==> src/rtl/axi4_rd_arb.sv <==
// Two-requester AXI4 read arbiter (AR/R), one outstanding transaction, round-robin grant.
// Define AXI4_RD_ARB_FIXED_PRIO_EN to make requester 0 always win ties.
module axi4_rd_arb #(
  parameter int unsigned ADDR_W = 32,
  parameter int unsigned DATA_W = 32,
  parameter int unsigned ID_W   = 4
) (
  input  logic              clock,
  input  logic              reset,
  input  logic              m0_arvalid,
  output logic              m0_arready,
  input  logic [ADDR_W-1:0] m0_araddr,
  input  logic [ID_W-1:0]   m0_arid,
  input  logic [7:0]        m0_arlen,
  input  logic [2:0]        m0_arsize,
  input  logic [1:0]        m0_arburst,
  output logic              m0_rvalid,
  input  logic              m0_rready,
  output logic [DATA_W-1:0] m0_rdata,
  output logic [1:0]        m0_rresp,
  output logic [ID_W-1:0]   m0_rid,
  output logic              m0_rlast,
  input  logic              m1_arvalid,
  output logic              m1_arready,
  input  logic [ADDR_W-1:0] m1_araddr,
  input  logic [ID_W-1:0]   m1_arid,
  input  logic [7:0]        m1_arlen,
  input  logic [2:0]        m1_arsize,
  input  logic [1:0]        m1_arburst,
  output logic              m1_rvalid,
  input  logic              m1_rready,
  output logic [DATA_W-1:0] m1_rdata,
  output logic [1:0]        m1_rresp,
  output logic [ID_W-1:0]   m1_rid,
  output logic              m1_rlast,
  output logic              s_arvalid,
  input  logic              s_arready,
  output logic [ADDR_W-1:0] s_araddr,
  output logic [ID_W-1:0]   s_arid,
  output logic [7:0]        s_arlen,
  output logic [2:0]        s_arsize,
  output logic [1:0]        s_arburst,
  input  logic              s_rvalid,
  output logic              s_rready,
  input  logic [DATA_W-1:0] s_rdata,
  input  logic [1:0]        s_rresp,
  input  logic [ID_W-1:0]   s_rid,
  input  logic              s_rlast
);

  localparam logic [1:0] ST_IDLE = 2'd0;
  localparam logic [1:0] ST_ADDR = 2'd1;
  localparam logic [1:0] ST_DATA = 2'd2;

  logic [1:0] state_q, state_d;
  logic       gnt_q, gnt_d;
  logic       last_q, last_d;

  // last resets to 1 so requester 0 wins the first tie
  always_ff @(posedge clock) begin
    if (reset) begin
      state_q <= ST_IDLE;
      gnt_q   <= 1'b0;
      last_q  <= 1'b1;
    end else begin
      state_q <= state_d;
      gnt_q   <= gnt_d;
      last_q  <= last_d;
    end
  end

  always_comb begin
    state_d    = state_q;
    gnt_d      = gnt_q;
    last_d     = last_q;
    s_arvalid  = 1'b0;
    m0_arready = 1'b0;
    m1_arready = 1'b0;
    s_rready   = 1'b0;
    m0_rvalid  = 1'b0;
    m0_rdata   = '0;
    m0_rresp   = 2'b00;
    m0_rid     = '0;
    m0_rlast   = 1'b0;
    m1_rvalid  = 1'b0;
    m1_rdata   = '0;
    m1_rresp   = 2'b00;
    m1_rid     = '0;
    m1_rlast   = 1'b0;
    s_araddr   = gnt_q ? m1_araddr  : m0_araddr;
    s_arid     = gnt_q ? m1_arid    : m0_arid;
    s_arlen    = gnt_q ? m1_arlen   : m0_arlen;
    s_arsize   = gnt_q ? m1_arsize  : m0_arsize;
    s_arburst  = gnt_q ? m1_arburst : m0_arburst;

    case (state_q)
      ST_IDLE: begin
        if (m0_arvalid && m1_arvalid) begin
`ifdef AXI4_RD_ARB_FIXED_PRIO_EN
          gnt_d = 1'b0;
`else
          gnt_d = ~last_q;
`endif
          state_d = ST_ADDR;
        end else if (m0_arvalid) begin
          gnt_d   = 1'b0;
          state_d = ST_ADDR;
        end else if (m1_arvalid) begin
          gnt_d   = 1'b1;
          state_d = ST_ADDR;
        end
      end
      ST_ADDR: begin
        s_arvalid = gnt_q ? m1_arvalid : m0_arvalid;
        if (gnt_q) m1_arready = s_arready;
        else       m0_arready = s_arready;
        if (s_arvalid && s_arready) state_d = ST_DATA;
      end
      ST_DATA: begin
        s_rready = gnt_q ? m1_rready : m0_rready;
        if (gnt_q) begin
          m1_rvalid = s_rvalid;
          m1_rdata  = s_rdata;
          m1_rresp  = s_rresp;
          m1_rid    = s_rid;
          m1_rlast  = s_rlast;
        end else begin
          m0_rvalid = s_rvalid;
          m0_rdata  = s_rdata;
          m0_rresp  = s_rresp;
          m0_rid    = s_rid;
          m0_rlast  = s_rlast;
        end
        // transaction ends on the accepted RLAST beat only
        if (s_rvalid && s_rready && s_rlast) begin
          last_d  = gnt_q;
          state_d = ST_IDLE;
        end
      end
      default: state_d = ST_IDLE;
    endcase
  end

endmodule

==> config.mk <==
export PLATFORM = sky130hd
export DESIGN_NAME = axi4_rd_arb
export DESIGN_NICKNAME = d
export VERILOG_FILES = /design/src/rtl/axi4_rd_arb.sv
export SDC_FILE = /design/constraint.sdc
export NUM_CORES = 1
export LEC_CHECK = 0
export CAP_MARGIN = 20
export CORE_AREA = 2 2 109 111
export CTS_BUF_LIST = sky130_fd_sc_hd__clkbuf_4 sky130_fd_sc_hd__clkbuf_8
export CTS_CLUSTER_DIAMETER = 40
export CTS_CLUSTER_SIZE = 16
export DETAILED_ROUTE_END_ITERATION = 8
export DIE_AREA = 0 0 111 113
export PLACE_DENSITY_LB_ADDON = 0.2
export SYNTH_ARGS = -nofsm -noshare
export SYNTH_HDL_FRONTEND = slang
export SYNTH_SLANG_ARGS = --single-unit
==> constraint.sdc <==
create_clock -name clock -period 1 [get_ports clock]
set_input_delay 0.1 -clock clock [delete_from_list [all_inputs] [get_ports clock]]
set_output_delay 0.1 -clock clock [all_outputs]
set_load 0.005 [all_outputs]
* Word level (Yosys, flattened, before mapping) *
Index checks and enable logic that the tools add are counted.

word-level totals
  logic and storage cells = 60
  output and inout bits = 133
  flip-flop bits (word level) = 4

operators by class
  mux-type cells = 42
  bitwise gates (word level) = 1
  equality and inequality tests = 5
  reductions and logical operators = 9

operators with widths
  kind                                                                    count
  32-bit two-way mux                                                      5
  2-bit two-way mux                                                       10
  4-bit two-way mux                                                       5
  1-bit two-way mux                                                       19
  8-bit two-way mux                                                       1
  2-bit case mux with 3 select lines                                      1
  1-bit logical AND                                                       4
  2-bit != test (second input constant)                                   2
  4-bit != test (second input constant)                                   1
  2-bit AND reduction                                                     2
  3-bit two-way mux                                                       1
  3-bit AND reduction                                                     1
  3-bit nonzero test                                                      1
  2-bit by 1-bit equality test with 1-bit output (second input constant)  1
  2-bit equality test (second input constant)                             1
  2-bit zero test                                                         1
  1-bit NOT                                                               1

* Longest topological paths before layout *
Gate-level depths: netlist of run 1.

  depth in word-level cells = 5
  gate-level depth with buffers = 5

* Worst setup path before layout of run 1 *
Ideal clock, no wire load.

  kind = register -> output
  from = register gnt_q
  to = output s_araddr[0]
  buffers on the path = 2
  cell stages (with the launch flop) = 4
  arrival time = 958 ps
  setup slack = -58 ps
  cells stage by stage = dfxtp_1 buf_6 buf_4 mux2_2

between the ends
  longest elaborated chain between the ends = 1

ends and longest elaborated chain
  what                    RTL line  text
  from (decl)             56        logic gnt_q, gnt_d;
  from (signal assigned)  67        gnt_q <= gnt_d;
  32-bit two-way mux      90        s_araddr = gnt_q ? m1_araddr : m0_araddr;
  to (decl)               38        output logic [ADDR_W-1:0] s_araddr,

Every way passes these cells.

* Worst setup path in the final report of run 1 *
  from = register gnt_q
  to = output s_araddr[2]

Same word-level chain as after synthesis.

==> key figures, run 1 <==
Detailed routing
  • Total wire length after detailed routing: 11100 um
  • Average routed wire per standard cell: 16.7 um
  • Number of iterations in the first detailed-routing pass: 3
  • Remaining antenna violation count after routing: 0
  • Total number of vias: 2649
  • Detailed router's first-iteration violation count: 22
  • Remaining routing DRC violations: 0
  • Ratio of routed vias to standard cells: 4.00

Timing
  • Max-slew violation total from the final report: 0
  • Final-layout worst hold slack: 0.525 ns
  • Worst-case setup margin in the final layout: -0.562 ns
  • Setup repair after global routing missed its margin: yes
  • Final hold violation count: 0
  • Clock period minus worst slack: 1.56 ns
  • Headroom to the max-slew limit: 0.842
  • Maximum clock frequency: 0.640 GHz
  • Setup clock skew after layout: 0.000107 ns
  • Part of the cycle the worst path needs: 1.56
  • Slew @ Worst Pin: 0.237 ns
  • Number of failing setup endpoints in the final timing report: 136

Floorplan
  • Die area: 12500 sq um
  • Top-Level Pins: 278
  • Vertical extent of the die: 113 um
  • Core outline area: 11300 sq um
  • Rows: 39
  • DIE WIDTH: 111 um
  • Initial core utilization: 0.125

Clocking
  • Level count of the clock H-tree: 1
  • Clock Path Buffers: 2
  • CTS tree: built
  • Root cell of the clock tree: clkbuf_8
  • Later-pin clock latency in the skew report: 0.22 ns
  • CTS hold repair buffers: 0
  • CTS sink count: 4
  • CTS Buf Count: 3
  • Clock transition at the register clock pins on the worst setup and hold paths after CTS: 0.03 ns

Placed design
  • GP Congestion: 0.753
  • Number of port buffers: 277
  • DP Wirelength: 7240 um
  • Pre-CTS worst setup slack: -0.612 ns

Hold path
  • Worst Hold Class: register to register
  • Hold Startpoint: last_q
  • Worst-case hold path end point: last_q
  • Cell depth of the worst min-delay path: 2

Synth
  • Register bit count reported by yosys: 4
  • Post-synth design cell area: 1410 sq um
  • Unique masters post-synth: 21
  • Post-synthesis net count: 320
  • Number of warning messages in the yosys log: 0
  • Post-Synthesis Mean Instance Area: 8.03 sq um
  • Synthesized netlist cell count: 175
  • Register area share after synthesis: 0.0570

Critical path
  • Maximum cell stage delay along the critical path: 0.35 ns
  • Required time of the critical path: 0.90 ns
  • Cell breakdown of the critical path: buf_8, buf_16, buf_6, buf_6, mux2_4, buf_6
  • Beginning of the worst register-to-register path: gnt_q
  • Launching element of the worst setup path: gnt_q
  • Combined buffer and inverter count along the critical path: 5
  • Peak fanout along the critical path: 5
  • Sort of element at the start of the critical path: register
  • Worst reg2reg path endpoint: last_q
  • Slowest cell on the critical path: dfxtp_4
  • Worst setup path category: register to primary output
  • Reg2Reg Setup Slack: -0.41 ns
  • Cell with the most instances on the worst path: buf_6
  • Critical path endpoint category: primary output
  • Largest delay contributor family on the critical path: buffers and inverters
  • Endpoint arrival time on the critical path: 1.46 ns
  • Cells on worst reg2reg path: 7

Power
  • Internal power consumption: 1.96 mW
  • Power per Cell Area: 448 nW/um^2
  • Reg power frac: 0.068
  • Net switching component of the power: 0.682 mW
  • Power share of the combinational group: 0.804
  • Worst voltage drop across the vdd grid: 0.230 mV
  • Switching share of power: 0.258
  • Portion of total power attributed to the clock network: 0.129
  • Post-layout power: 2.65 mW
  • Pleak: 2.73 nW

Global routing
  • Number of antenna violations at the first check in global routing: 0
  • GRT Resource Usage Total: 0.160
  • Via count of the first global-routing pass: 2836
  • First-pass GRT wire length: 16000 um
  • Maximum number of pins on one net before global-route repair: 12
  • Global route overflow: 0

Layout
  • Leading cell types in the layout, fill and taps excluded: 144 x clkdlybuf4s50_1, 144 x buf_6, 60 x and2_4, 49 x mux2_4, 23 x buf_2
  • Number of antenna cells inserted: 0
  • Share of post-route cells with drive strength above 1: 0.660
  • Utilization after layout: 0.524
  • Number of nets at the end of the flow: 667
  • Area delta synth->final: 321%

Job
  • Number of max-cap violations: 0

Run status
  • Failing checks: setup timing
  • Outcome: complete, but fails checks
==> timing repair <==
item,CTS,global route
cloned,13,2
buffers inserted,43,13
gates resized for setup,690,131
endpoints found under the setup margin,137,136
pin swaps,38,28
==> worst max-delay path by stage <==
stage / to / depth (start not counted)
global route: m1_rdata[14] / 8
detailed placement: m1_rdata[29] / 5
finish: s_araddr[2] / 6
CTS: m0_rdata[28] / 8
floorplan: s_araddr[0] / 3
global placement: m0_rdata[16] / 5
==> cell usage after synthesis <==
| library cell | number | share of area |
|---|---|---|
| inv_2 | 1 | 0.0027 |
| o32ai_1 | 2 | 0.012 |
| nor2b_1 | 2 | 0.0089 |
| mux2i_1 | 2 | 0.014 |
| a21o_1 | 1 | 0.0053 |
| dfxtp_1 | 4 | 0.057 |
| or2_2 | 1 | 0.0045 |
| clkbuf_2 | 8 | 0.028 |
| a21oi_1 | 1 | 0.0036 |
| mux2i_2 | 1 | 0.0098 |
| mux2_2 | 49 | 0.39 |
| nand2b_4 | 1 | 0.0098 |
| nor2_1 | 7 | 0.019 |
| nor3_1 | 1 | 0.0036 |
| nor3_2 | 1 | 0.0071 |
| nand3_1 | 1 | 0.0036 |
| nand2_1 | 4 | 0.011 |
| buf_6 | 1 | 0.0080 |
| nor2_4 | 2 | 0.016 |
| buf_4 | 5 | 0.027 |
| and2_1 | 80 | 0.36 |
==> worst min-delay path, cell delays in order (launching register included) <==
cell	delay, ns
dfxtp_1	0.32
nor2_1	0.05
mux2i_1	0.11
==> cell type report <==
cell class                      instances  area [sq um]
Clock buffer                            3          41.3
Fill cell                            1011          5360
Inverter                                1          3.75
Multi-Input combinational cell        156          1640
Sequential cell                         4          86.3
Tap cell                              143           179
Timing Repair Buffer                  356          3960
==> per-layer routing <==
metal	vias to the layer above	global-route usage	part of all wire
met3	14	0.0354	0.081
met4	0	0.0450	0.018
met5	-	0	0
li1	1274	-	-
met2	148	0.324	0.57
met1	1213	0.164	0.33
==> logic make-up after synthesis <==
kind of cell | after synthesis | synth area share
AOI/OAI and AO/OA | 4 | 0.0214
buffers and inverters | 15 | 0.0659
DFF | 4 | 0.0570
muxes | 52 | 0.417
and+or+nand+nor | 100 | 0.439
==> metrics by stage <==
| stage | cell area [sq um] | setup TNS, ns | std cells |
|---|---|---|---|
| after floorplan | 1470 | -1.84 | 175 |
| after global placement | 4500 | -74.36 | 598 |
| after detailed placement | 4500 | -75.10 | 598 |
| after CTS | 5370 | -67.12 | 656 |
| after global routing | 5910 | -70.34 | 663 |
| final | 5910 | -62.34 | 663 |
==> power by group through the flow <==
| stage | registers, mW | logic (mW) | clock network [mW] |
|---|---|---|---|
| 3_5_place_dp | 0.189 | 1.50 | 0 |
| 6_report | 0.179 | 2.13 | 0.341 |
| 2_1_floorplan | 0.182 | 0.415 | 0 |
| 5_1_grt | 0.181 | 2.25 | 0.366 |
| 4_1_cts | 0.179 | 1.92 | 0.351 |
| 3_3_place_gp | 0.188 | 1.50 | 0 |
==> sequential cells by signal, indices dropped and copies added, names as in the netlist <==
name	flops
gnt_q	1
last_q	1
state_q	2
Note: power is estimated with default switching activity, not from simulation.
==> inputs of run 2 (changes only) <==
--- a/config.mk
+++ b/config.mk
@@ -9,7 +9,7 @@
 export CORE_AREA = 2 2 109 111
 export CTS_BUF_LIST = sky130_fd_sc_hd__clkbuf_4 sky130_fd_sc_hd__clkbuf_8
 export CTS_CLUSTER_DIAMETER = 40
-export CTS_CLUSTER_SIZE = 16
+export CTS_CLUSTER_SIZE = 20
 export DETAILED_ROUTE_END_ITERATION = 8
 export DIE_AREA = 0 0 111 113
 export PLACE_DENSITY_LB_ADDON = 0.2
==> results of run 2 <==
No change in the layout: final DEF, timing and power equal those of run 1.
